**src/rtl/palette_ram.sv**
```systemverilog
// -----------------------------------------------------------------------------
// palette_ram
//   Colour palette lookup with NUM_RD independent read channels, one write
//   port and an optional frame-based brightness fade.
//
//   Build option: PALETTE_FADE_EN
//     defined   - fade FSM (IDLE/RUN) and per-channel brightness scaling
//     undefined - fade inputs ignored, fade_level = 16, fade_busy/fade_done = 0,
//                 second read stage is a plain register (same 2-cycle latency)
//
//   Ports
//     clk, reset        sole clock, synchronous active-high reset
//     rd_valid_in       per-channel lookup request
//     rd_idx            packed indices, channel k at [k*IDX_W +: IDX_W]
//     rd_valid_out      per-channel result valid, two cycles after request
//     red/green/blue    packed per-channel colour, same packing as rd_idx
//     wr_en/wr_idx      palette write strobe and address
//     wr_rgb            write data {r,g,b}
//     frame_tick        one pulse per video frame (fade step)
//     fade_start        fade request, fade_dir 0 = to black, 1 = to full
//     fade_level        current brightness 0..16
//     fade_busy         high while a fade is running
//     fade_done         one-cycle pulse when a fade completes
// -----------------------------------------------------------------------------
module palette_ram #(
  parameter int IDX_W   = 4,
  parameter int COLOR_W = 4,
  parameter int NUM_RD  = 2
) (
  input  logic                      clk,
  input  logic                      reset,
  input  logic [NUM_RD-1:0]         rd_valid_in,
  input  logic [NUM_RD*IDX_W-1:0]   rd_idx,
  output logic [NUM_RD-1:0]         rd_valid_out,
  output logic [NUM_RD*COLOR_W-1:0] red,
  output logic [NUM_RD*COLOR_W-1:0] green,
  output logic [NUM_RD*COLOR_W-1:0] blue,
  input  logic                      wr_en,
  input  logic [IDX_W-1:0]          wr_idx,
  input  logic [3*COLOR_W-1:0]      wr_rgb,
  input  logic                      frame_tick,
  input  logic                      fade_start,
  input  logic                      fade_dir,
  output logic [4:0]                fade_level,
  output logic                      fade_busy,
  output logic                      fade_done
);

  localparam int DEPTH = 2**IDX_W;
  localparam int RGB_W = 3*COLOR_W;

  // A 4-bit default nibble lands in the channel MSBs: zero-filled below when
  // the channel is wider, truncated to its top bits when narrower.
  function automatic logic [COLOR_W-1:0] expand_nibble(input logic [3:0] n);
    logic [COLOR_W+3:0] wide;
    wide = {n, {COLOR_W{1'b0}}};
    return wide[COLOR_W+3 -: COLOR_W];
  endfunction

  function automatic logic [RGB_W-1:0] default_entry(input int idx);
    logic [11:0] nib;
    case (idx)
      0:       nib = 12'h520;
      1:       nib = 12'h6AF;
      2:       nib = 12'h940;
      3:       nib = 12'hFFF;
      4:       nib = 12'h000;
      default: nib = 12'h6AF;
    endcase
    return {expand_nibble(nib[11:8]), expand_nibble(nib[7:4]), expand_nibble(nib[3:0])};
  endfunction

  logic [RGB_W-1:0]  palette [DEPTH];
  logic [NUM_RD-1:0] s1_valid;
  logic [RGB_W-1:0]  s1_rgb  [NUM_RD];
  logic [RGB_W-1:0]  s2_next [NUM_RD];

  // Palette storage. Reset reloads the default colours; a write lands at the
  // edge, so a same-cycle read still sees the old entry.
  always_ff @(posedge clk) begin
    if (reset) begin
      for (int i = 0; i < DEPTH; i++) begin
        palette[i] <= default_entry(i);
      end
    end else if (wr_en) begin
      palette[wr_idx] <= wr_rgb;
    end
  end

  // First read stage: every channel looks up its own index each cycle, no
  // arbitration, identical indices allowed.
  always_ff @(posedge clk) begin
    if (reset) begin
      s1_valid <= '0;
      for (int k = 0; k < NUM_RD; k++) begin
        s1_rgb[k] <= '0;
      end
    end else begin
      s1_valid <= rd_valid_in;
      for (int k = 0; k < NUM_RD; k++) begin
        s1_rgb[k] <= palette[rd_idx[k*IDX_W +: IDX_W]];
      end
    end
  end

`ifdef PALETTE_FADE_EN

  typedef enum logic {IDLE, RUN} fade_state_t;

  fade_state_t state, state_next;
  logic        dir_q, dir_next;
  logic [4:0]  level_next;
  logic        done_next;
  logic        eff_dir;
  logic [4:0]  eff_target;
  logic [4:0]  start_target;

  // Brightness scaling at full width: c*16>>4 == c, so no overflow is possible.
  function automatic logic [COLOR_W-1:0] scale(input logic [COLOR_W-1:0] c,
                                               input logic [4:0] lvl);
    logic [COLOR_W+4:0] prod;
    prod = {5'd0, c} * {{COLOR_W{1'b0}}, lvl};
    return prod[COLOR_W+3:4];
  endfunction

  // Fade state register; reset forces full brightness and idle.
  always_ff @(posedge clk) begin
    if (reset) begin
      state      <= IDLE;
      dir_q      <= 1'b0;
      fade_level <= 5'd16;
      fade_done  <= 1'b0;
    end else begin
      state      <= state_next;
      dir_q      <= dir_next;
      fade_level <= level_next;
      fade_done  <= done_next;
    end
  end

  // Fade next-state. A restart in RUN takes the new direction before any
  // coincident frame step, and the abandoned fade never reports done.
  always_comb begin
    state_next   = state;
    dir_next     = dir_q;
    level_next   = fade_level;
    done_next    = 1'b0;
    eff_dir      = dir_q;
    eff_target   = 5'd0;
    start_target = fade_dir ? 5'd16 : 5'd0;
    case (state)
      IDLE: begin
        if (fade_start) begin
          if (fade_level == start_target) begin
            done_next = 1'b1;
          end else begin
            state_next = RUN;
            dir_next   = fade_dir;
          end
        end
      end
      RUN: begin
        eff_dir    = fade_start ? fade_dir : dir_q;
        eff_target = eff_dir ? 5'd16 : 5'd0;
        dir_next   = eff_dir;
        if (fade_level == eff_target) begin
          state_next = IDLE;
          done_next  = 1'b1;
        end else if (frame_tick) begin
          level_next = eff_dir ? fade_level + 5'd1 : fade_level - 5'd1;
          if (level_next == eff_target) begin
            state_next = IDLE;
            done_next  = 1'b1;
          end
        end
      end
      default: state_next = IDLE;
    endcase
  end

  assign fade_busy = (state == RUN);

  // Second-stage data: each channel scaled by the current brightness.
  always_comb begin
    for (int k = 0; k < NUM_RD; k++) begin
      s2_next[k] = {scale(s1_rgb[k][3*COLOR_W-1 -: COLOR_W], fade_level),
                    scale(s1_rgb[k][2*COLOR_W-1 -: COLOR_W], fade_level),
                    scale(s1_rgb[k][COLOR_W-1   -: COLOR_W], fade_level)};
    end
  end

`else

  logic unused_fade_inputs;

  assign fade_level         = 5'd16;
  assign fade_busy          = 1'b0;
  assign fade_done          = 1'b0;
  assign unused_fade_inputs = ^{frame_tick, fade_start, fade_dir};

  // Without fading the second stage just carries the looked-up colour.
  always_comb begin
    for (int k = 0; k < NUM_RD; k++) begin
      s2_next[k] = s1_rgb[k];
    end
  end

`endif

  // Second read stage: a channel's colour only updates when its result is
  // valid, otherwise the previous colour is held.
  always_ff @(posedge clk) begin
    if (reset) begin
      rd_valid_out <= '0;
      red          <= '0;
      green        <= '0;
      blue         <= '0;
    end else begin
      rd_valid_out <= s1_valid;
      for (int k = 0; k < NUM_RD; k++) begin
        if (s1_valid[k]) begin
          red[k*COLOR_W +: COLOR_W]   <= s2_next[k][3*COLOR_W-1 -: COLOR_W];
          green[k*COLOR_W +: COLOR_W] <= s2_next[k][2*COLOR_W-1 -: COLOR_W];
          blue[k*COLOR_W +: COLOR_W]  <= s2_next[k][COLOR_W-1   -: COLOR_W];
        end
      end
    end
  end

endmodule

```
**config.mk**
```make
export PLATFORM = sky130hd
export DESIGN_NAME = palette_ram
export DESIGN_NICKNAME = d
export VERILOG_FILES = /design/src/rtl/palette_ram.sv
export SDC_FILE = /design/constraint.sdc
export NUM_CORES = 1
export LEC_CHECK = 0
export CORE_ASPECT_RATIO = 0.8
export CORE_MARGIN = 10
export CORE_UTILIZATION = 62
export CTS_BUF_LIST = sky130_fd_sc_hd__clkbuf_8
export DETAILED_ROUTE_END_ITERATION = 8
export PLACE_DENSITY = 0.89
export RECOVER_POWER = 50
export SLEW_MARGIN = 25
export SYNTH_ARGS = -nofsm -noshare
export SYNTH_HDL_FRONTEND = slang
export SYNTH_SLANG_ARGS = --single-unit
```
**constraint.sdc**
```tcl
create_clock -name clk -period 2.98 [get_ports clk]
set_input_delay 0.447 -clock clk [delete_from_list [all_inputs] [get_ports clk]]
set_output_delay 0.447 -clock clk [all_outputs]
set_load 0.005 [all_outputs]
```
=== After elaboration in Yosys (flattened, before gate mapping) ===
Memories as Yosys holds them, arrays and structs flattened. A register that Yosys moved wholly into a read port is not among the register bits.
Index checks and enable logic that the tools add are counted.

* Bits in registers: 4
* Bits in latches: 0
* Memory bits (writable): 216
* ROM bits: 0
* Bits of input ports: 32
* Logic and storage cells: 23
* Memories kept: 2

{| class="wikitable"
|+ Memories
! name !! words !! width !! read ports !! clocked after Yosys merged registers in !! write ports !! line !! source
|-
| palette || 16 || 12 || 2 || 0 || 16 || 73 || <nowiki>logic [RGB_W-1:0] palette [DEPTH];</nowiki>
|-
| s1_rgb || 2 || 12 || 2 || 2 || 2 || 75 || <nowiki>logic [RGB_W-1:0] s1_rgb [NUM_RD];</nowiki>
|}

* Add/subtract/negate cells: 0
* Multiply operators: 0
* Divide/modulo/power cells: 0
* Magnitude comparators: 0
* Eq/ne operators: 0
* Shift operators: 0
* Multiplexer cells: 16
* Bitwise operators: 2
* Reductions and logical operators: 1

{| class="wikitable"
|+ Operators with widths
! cell !! count
|-
| $mux 12 || 8
|-
| $reduce_or 12->1 || 1
|-
| $mux 1 || 7
|-
| $mux 4 || 1
|-
| $or 1x1->1 || 2
|}

=== Depth between registers and ports, before layout ===
Gate-level depths: netlist of the first run.

* Depth in word-level cells: 5
* Gate-level depth with buffers: 8
* Mapped depth without buffers: 4

=== Least setup slack after synthesis of the first run ===
No wires, ideal clock.

* Kind: input port to flip-flop
* Start point: in wr_en
* End point: mem palette[3][0] in the netlist's numbering (enable)
* Library setup time: 384 ps
* Data arrival time: 1,878 ps
* Setup slack: 718 ps
* Stages on the path: 5
* Buffers on the path: 2
* Cells stage by stage: nor2b_4 -> or3b_1 -> buf_2 -> buf_6 -> o21bai_1

{| class="wikitable"
|+ RTL lines
! element !! line !! source
|-
| start, declared || 38 || <nowiki>input logic wr_en,</nowiki>
|-
| end, declared || 73 ||
|}

==> impl_metrics.ini, run 1 <==
[power]
switching_share_pct = 25.2
switchingPower_uw = 1850
leakage_uw = 0.00496
internal_power_uw = 5520
seqPwrFrac_pct = 54.1
power_density_nw_per_um2 = 543
pwr-share-clk_pct = 34.2
p_comb_share_pct = 11.7
ir_drop_mv = 0.310
totalPowerFinal_uw = 7370

[hold_path]
worstHoldPathType = register to register

[setup_path]
worstSetupStartpointType = primary input
critPathMaxFanout = 13
worstPathRequired_ns = 3.30
cp.arrival_ns = 2.81
rrSetupSlack_ns = 1.21
endpoint_kind = register
crit_type = primary input to register

[outcome]
status = completed

[sta]
maxSlewHeadroom_pct = 15.4
tns_ns = 0
rsz0062_at_grt = no
fin_hold_ws_ns = 0.468
period_share_pct = 83.6
worstMarginPinSlew_ns = 1.27
max_freq_ghz = 0.402
slew_violations = 0
clock_skew_ns = 0.0170
setup_viol = 0
layout_min_cycle_time_ns = 2.49
hold_viol_final = 0

[floorplanning]
dieArea_um2 = 25500
core-area_um2 = 19100
initial_core_util_pct = 63.3
die_x_um = 176
die_h_um = 145
io_pins = 65
num_rows = 45

[cells_and_area]
final_core_utilization_pct = 71.1
drive_gt1_share_pct = 13.6
n_fill_cell = 1312
nNetsFinal = 1023
synthToLayoutAreaGrowth_pct = 12.2
stdcell_count = 1278

[synth]
syn_area_um2 = 12100
synth_adder_area_share_pct = 0
ys_seq_area_share_pct = 56.3
synth_compound_area_share_pct = 4.98
synthSimpleGateAreaFrac_pct = 15.8
ys.flop_type = edfxtp_1
synth_top_family_by_area = multiplexers
synthXorXnorAreaFrac_pct = 0
synth.avg_cell_area_um2 = 12.9
yosysWarnings = 0
syn-instance-count = 936
ys_ff_latch = 244
synth-edff-count = 192
async_reset_ff_share_pct = 0
synth.distinct_cells = 35
synth.area.mux_share_pct = 19.2

[clock_network]
cts_tree = yes
ctsHoldBuffers = 0
clock_sink_count = 244
clkLatencyLatePin_ns = 0.53
cts-root-buf = clkbuf_8
clk_path_buf_depth = 3
cts.htree.levels = 2
cts_made_buffers = 37
cts_setup_buffers = 0
clkTransAtPathRegs_ns = 0.06
cts_resized = 0

[placement]
gp_congestion = 0.966
place_hpwl_mm = 22.3
numPortBuffers = 54
placed_cells_incl_taps = 1210

[grt]
grt_util_all_layers_pct = 25.2
grt_max_degree = 41
busiest_layer = met2
grt_pass1_vias = 8470
grt_use_met1_pct = 33.2
antenna_found_initial = 2
grt-ovfl-total = 0
grt_pass1_wl_mm = 49.4
use_met2_pct = 37.3
met3_usage_pct = 7.92

[drt]
viasPerCell = 6.60
postRouteAntennaNets = 0
wirelength_mm = 33.0
drcViolationCount = 0
dr.pass1.iters = 5
first_iter_violations = 1181
wl_per_cell_um = 25.8
via_count = 8437

[run]
maxCapViolCount = 0
-- cell usage after synthesis, types with 2 or more instances --
cell,number,area share (%)
o21ai_0,13,0.54
nor2b_1,10,0.52
a21oi_1,7,0.29
clkbuf_2,2,0.083
and2_1,80,4.1
buf_6,4,0.37
nand2_1,29,0.90
buf_4,16,0.99
a211oi_1,2,0.12
edfxtp_1,192,48
nand3_1,23,0.95
dfxtp_1,52,8.6
or3_1,95,4.9
mux2i_1,142,12
buf_2,8,0.33
or2_2,16,0.83
nor2_1,39,1.2
o2111ai_1,5,0.36
nor3_1,3,0.12
mux4_2,40,7.5
conb_1,2,0.062
buf_1,6,0.19
a221oi_1,7,0.51
clkbuf_1,55,1.7
nand2b_1,31,1.6
a22oi_1,44,2.7
a311oi_1,5,0.36
-- stage by stage --
step	setup slack (ns)	cell area [um2]
after floorplan	0.718	12100
after global placement	0.384	13000
after detailed placement	0.345	13000
after CTS	0.885	13600
after global routing	0.417	13600
final	0.490	13600
-- placed cells by master, fill, tap and decap left out, types with 15 or more instances in the layout --
cell,synthesis,final
clkbuf_8,0,42
and2_1,80,45
nand3_1,23,24
clkdlybuf4s50_1,0,25
mux2i_1,142,142
dfxtp_1,52,52
a22oi_1,44,44
inv_1,1,17
dlygate4sd3_1,0,26
mux4_2,40,40
and2_0,0,35
nand2b_1,31,31
nand2_1,29,29
or2_2,16,15
nor2_1,39,39
or3_1,95,95
buf_4,16,32
edfxtp_1,192,192
-- registers in the layout (all words and copies together), names as in the netlist --
name	cells
s1_valid	2
rd_valid_out	2
green	8
red	8
palette	192
s1_rgb	24
blue	8
-- layer usage --
layer | vias up | routed length [um]
li1 | 3612 | -
met1 | 4053 | 12200
met2 | 663 | 14800
met3 | 109 | 4680
met4 | 0 | 1420
met5 | - | 0
-- worst max-delay path: stages --
cell and delay (ns):
dlygate4sd3_1 0.58, and2_0 0.99, a221oi_1 0.19, o21ai_0 0.25, o21ai_0 0.34
-- cells by family after synthesis --
logic type	count (synthesis)
AND/OR/NAND/NOR	332
buffers and inverters	92
AO/OA/AOI/OAI	84
multiplexers	182
flip-flops	244
other	2
-- layout make-up --
class / instances / area, um2 / area share, %
Clock buffer: 42 / 578 / 4.26
Sequential cell: 244 / 6810 / 50.2
Multi-Input combinational cell: 605 / 4840 / 35.7
Antenna cell: 2 / 5.00 / 0.0369
Tap cell: 258 / 323 / 2.38
Timing Repair Buffer: 102 / 920 / 6.78
Inverter: 1 / 3.75 / 0.0277
Clock inverter: 24 / 95.1 / 0.701
-- power by group through the flow --
stage | registers [uW] | logic, uW | clock network [uW]
after detailed placement | 4060 | 844 | 0
after CTS | 3990 | 848 | 2540
after floorplan | 4010 | 538 | 0
after global routing | 4010 | 903 | 2700
final | 3990 | 862 | 2520
after global placement | 4040 | 824 | 0
-- final timing paths --
kind | from | depth (start not counted) | endpoint
setup / recovery | rd_idx[2] | 5 | s1_rgb[0][9]
hold / removal | s1_rgb[1][1] | 2 | blue[5]
setup reg to reg | palette[8][9] | 3 | s1_rgb[0][9]
hold reg to reg | s1_rgb[1][1] | 2 | blue[5]
(Power assumes the default switching activity.)
==> run 2, diff against run 1 <==
==> constraint.sdc (replaced) <==
create_clock -name clk -period 2.3 [get_ports clk]
set_input_delay 0.345 -clock clk [delete_from_list [all_inputs] [get_ports clk]]
set_output_delay 0.345 -clock clk [all_outputs]
set_load 0.005 [all_outputs]
==> impl_metrics.ini, run 2 (same netlist as run 1, synthesis figures left out) <==
[drt]
dr.pass1.iters = 6
postRouteAntennaNets = 0
via_count = 8732
viasPerCell = 6.60
wirelength_mm = 33.6
wl_per_cell_um = 25.4
drcViolationCount = 0
first_iter_violations = 1433

[power]
pwr-share-clk_pct = 35.9
p_comb_share_pct = 12.0
seqPwrFrac_pct = 52.1
ir_drop_mv = 0.523
leakage_uw = 0.00511
totalPowerFinal_uw = 9930
switchingPower_uw = 2490
power_density_nw_per_um2 = 708
switching_share_pct = 25.1
internal_power_uw = 7440

[sta]
tns_ns = 0
max_freq_ghz = 0.465
setup_viol = 0
hold_viol_final = 0
clock_skew_ns = 0.0163
worstMarginPinSlew_ns = 0.763
rsz0062_at_grt = no
layout_min_cycle_time_ns = 2.15
fin_hold_ws_ns = 0.299
period_share_pct = 93.5
maxSlewHeadroom_pct = 49.1
slew_violations = 0
fin_ws_ns = 0.150

[cells_and_area]
nNetsFinal = 1069
drive_gt1_share_pct = 16.6
final_cell_mix = edfxtp_1 (192), mux2i_1 (142), or3_1 (95)
n_antenna_cell = 0
stdcell_count = 1324
final_common_cell = edfxtp_1
top_register = palette
n_fill_cell = 1229
synthToLayoutAreaGrowth_pct = 16.1
reg_top3 = palette x192, s1_rgb x24
largest_reg_flops = 192

[clock_network]
cts_setup_buffers = 0
clk_path_buf_depth = 3
ctsHoldBuffers = 0
cts.htree.levels = 2
clkLatencyLatePin_ns = 0.54
cts_tree = yes
cts_made_buffers = 39
cts_resized = 0
cts-root-buf = clkbuf_8
clock_sink_count = 244
clkTransAtPathRegs_ns = 0.06

[grt]
grt_use_met1_pct = 34.9
met3_usage_pct = 7.09
use_met2_pct = 39.3
grt_util_all_layers_pct = 26.0
grt_max_degree = 51
grt_pass1_vias = 8702
grt-ovfl-total = 0
antenna_found_initial = 1
grt_pass1_wl_mm = 51.0
busiest_layer = met2

[setup_path]
worstSetupStartpointType = primary input
worstPathRequired_ns = 2.69
endpoint_kind = register
cp.arrival_ns = 2.54
critPathMaxFanout = 10
crit_type = primary input to register

[floorplanning]
die_x_um = 176
initial_core_util_pct = 63.3
die_h_um = 145
dieArea_um2 = 25500
core-area_um2 = 19100
io_pins = 65
num_rows = 45

[hold_path]
worstHoldPathType = primary input to register

[placement]
numPortBuffers = 54
placed_cells_incl_taps = 1254
dp_slack_ns = -0.0176
place_hpwl_mm = 23.4
gp_congestion = 0.936

[outcome]
status = completed

[run]
maxCapViolCount = 0
run 2: cell types whose count changed in the layout (fill, tap and decap cells not counted), sizes merged:
cell / change
diode: -2
buf: +30
bufinv: +1
clkinv: +5
clkdlybuf4s50: +21
inv: -5
clkbuf: +17
dlygate4sd3: -21
run 2: worst paths after layout:
kind / start / end / slack [ns] / depth (start not counted)
setup / recovery: rd_idx[6] / s1_rgb[1][7] / 0.15 / 7
hold / removal: reset / red[5] / 0.30 / 3
setup reg to reg: palette[10][0] / s1_rgb[0][0] / 0.52 / 3
hold reg to reg: s1_rgb[0][0] / blue[0] / 0.47 / 2
run 2: cell type report:
class | instances | area (um2) | area share [%]
sequential | 244 | 6810 | 48.5
multi-input combinational | 605 | 4840 | 34.5
timing repair buffer | 146 | 1310 | 9.35
clock buffer | 45 | 619 | 4.41
tap | 258 | 323 | 2.30
clock inverter | 25 | 126 | 0.900
inverter | 1 | 3.75 | 0.0267
run 2: power by group through the flow:
| stage | registers (uW) | logic (uW) | clock network, uW |
|---|---|---|---|
| finish | 5180 | 1190 | 3570 |
| global route | 5200 | 1250 | 3810 |
| CTS | 5170 | 1180 | 3580 |
| detailed placement | 5260 | 1170 | 0 |
| global placement | 5240 | 1140 | 0 |
| floorplan | 5190 | 698 | 0 |
run 2: per-layer routing:
layer	wire length [um]	part of all wire (%)	vias up
li1	-	-	3716
met1	12500	37	4203
met2	15000	45	690
met5	11	0.033	-
met4	1380	4.1	2
met3	4690	14	121
run 2: metrics by stage:
step | utilization [%] | instance area [um2]
floorplan | - | 12100
global placement | 70.2 | 13400
detailed placement | 70.2 | 13400
CTS | 74.1 | 14100
global route | 73.5 | 14000
finish | 73.5 | 14000
run 2: worst max-delay path: stages:
cell	delay [ns]
dlygate4sd3_1	0.64
clkbuf_1	0.22
nor2b_1	0.21
clkbuf_1	0.59
a22oi_1	0.23
nand3_1	0.16
nand2_1	0.15
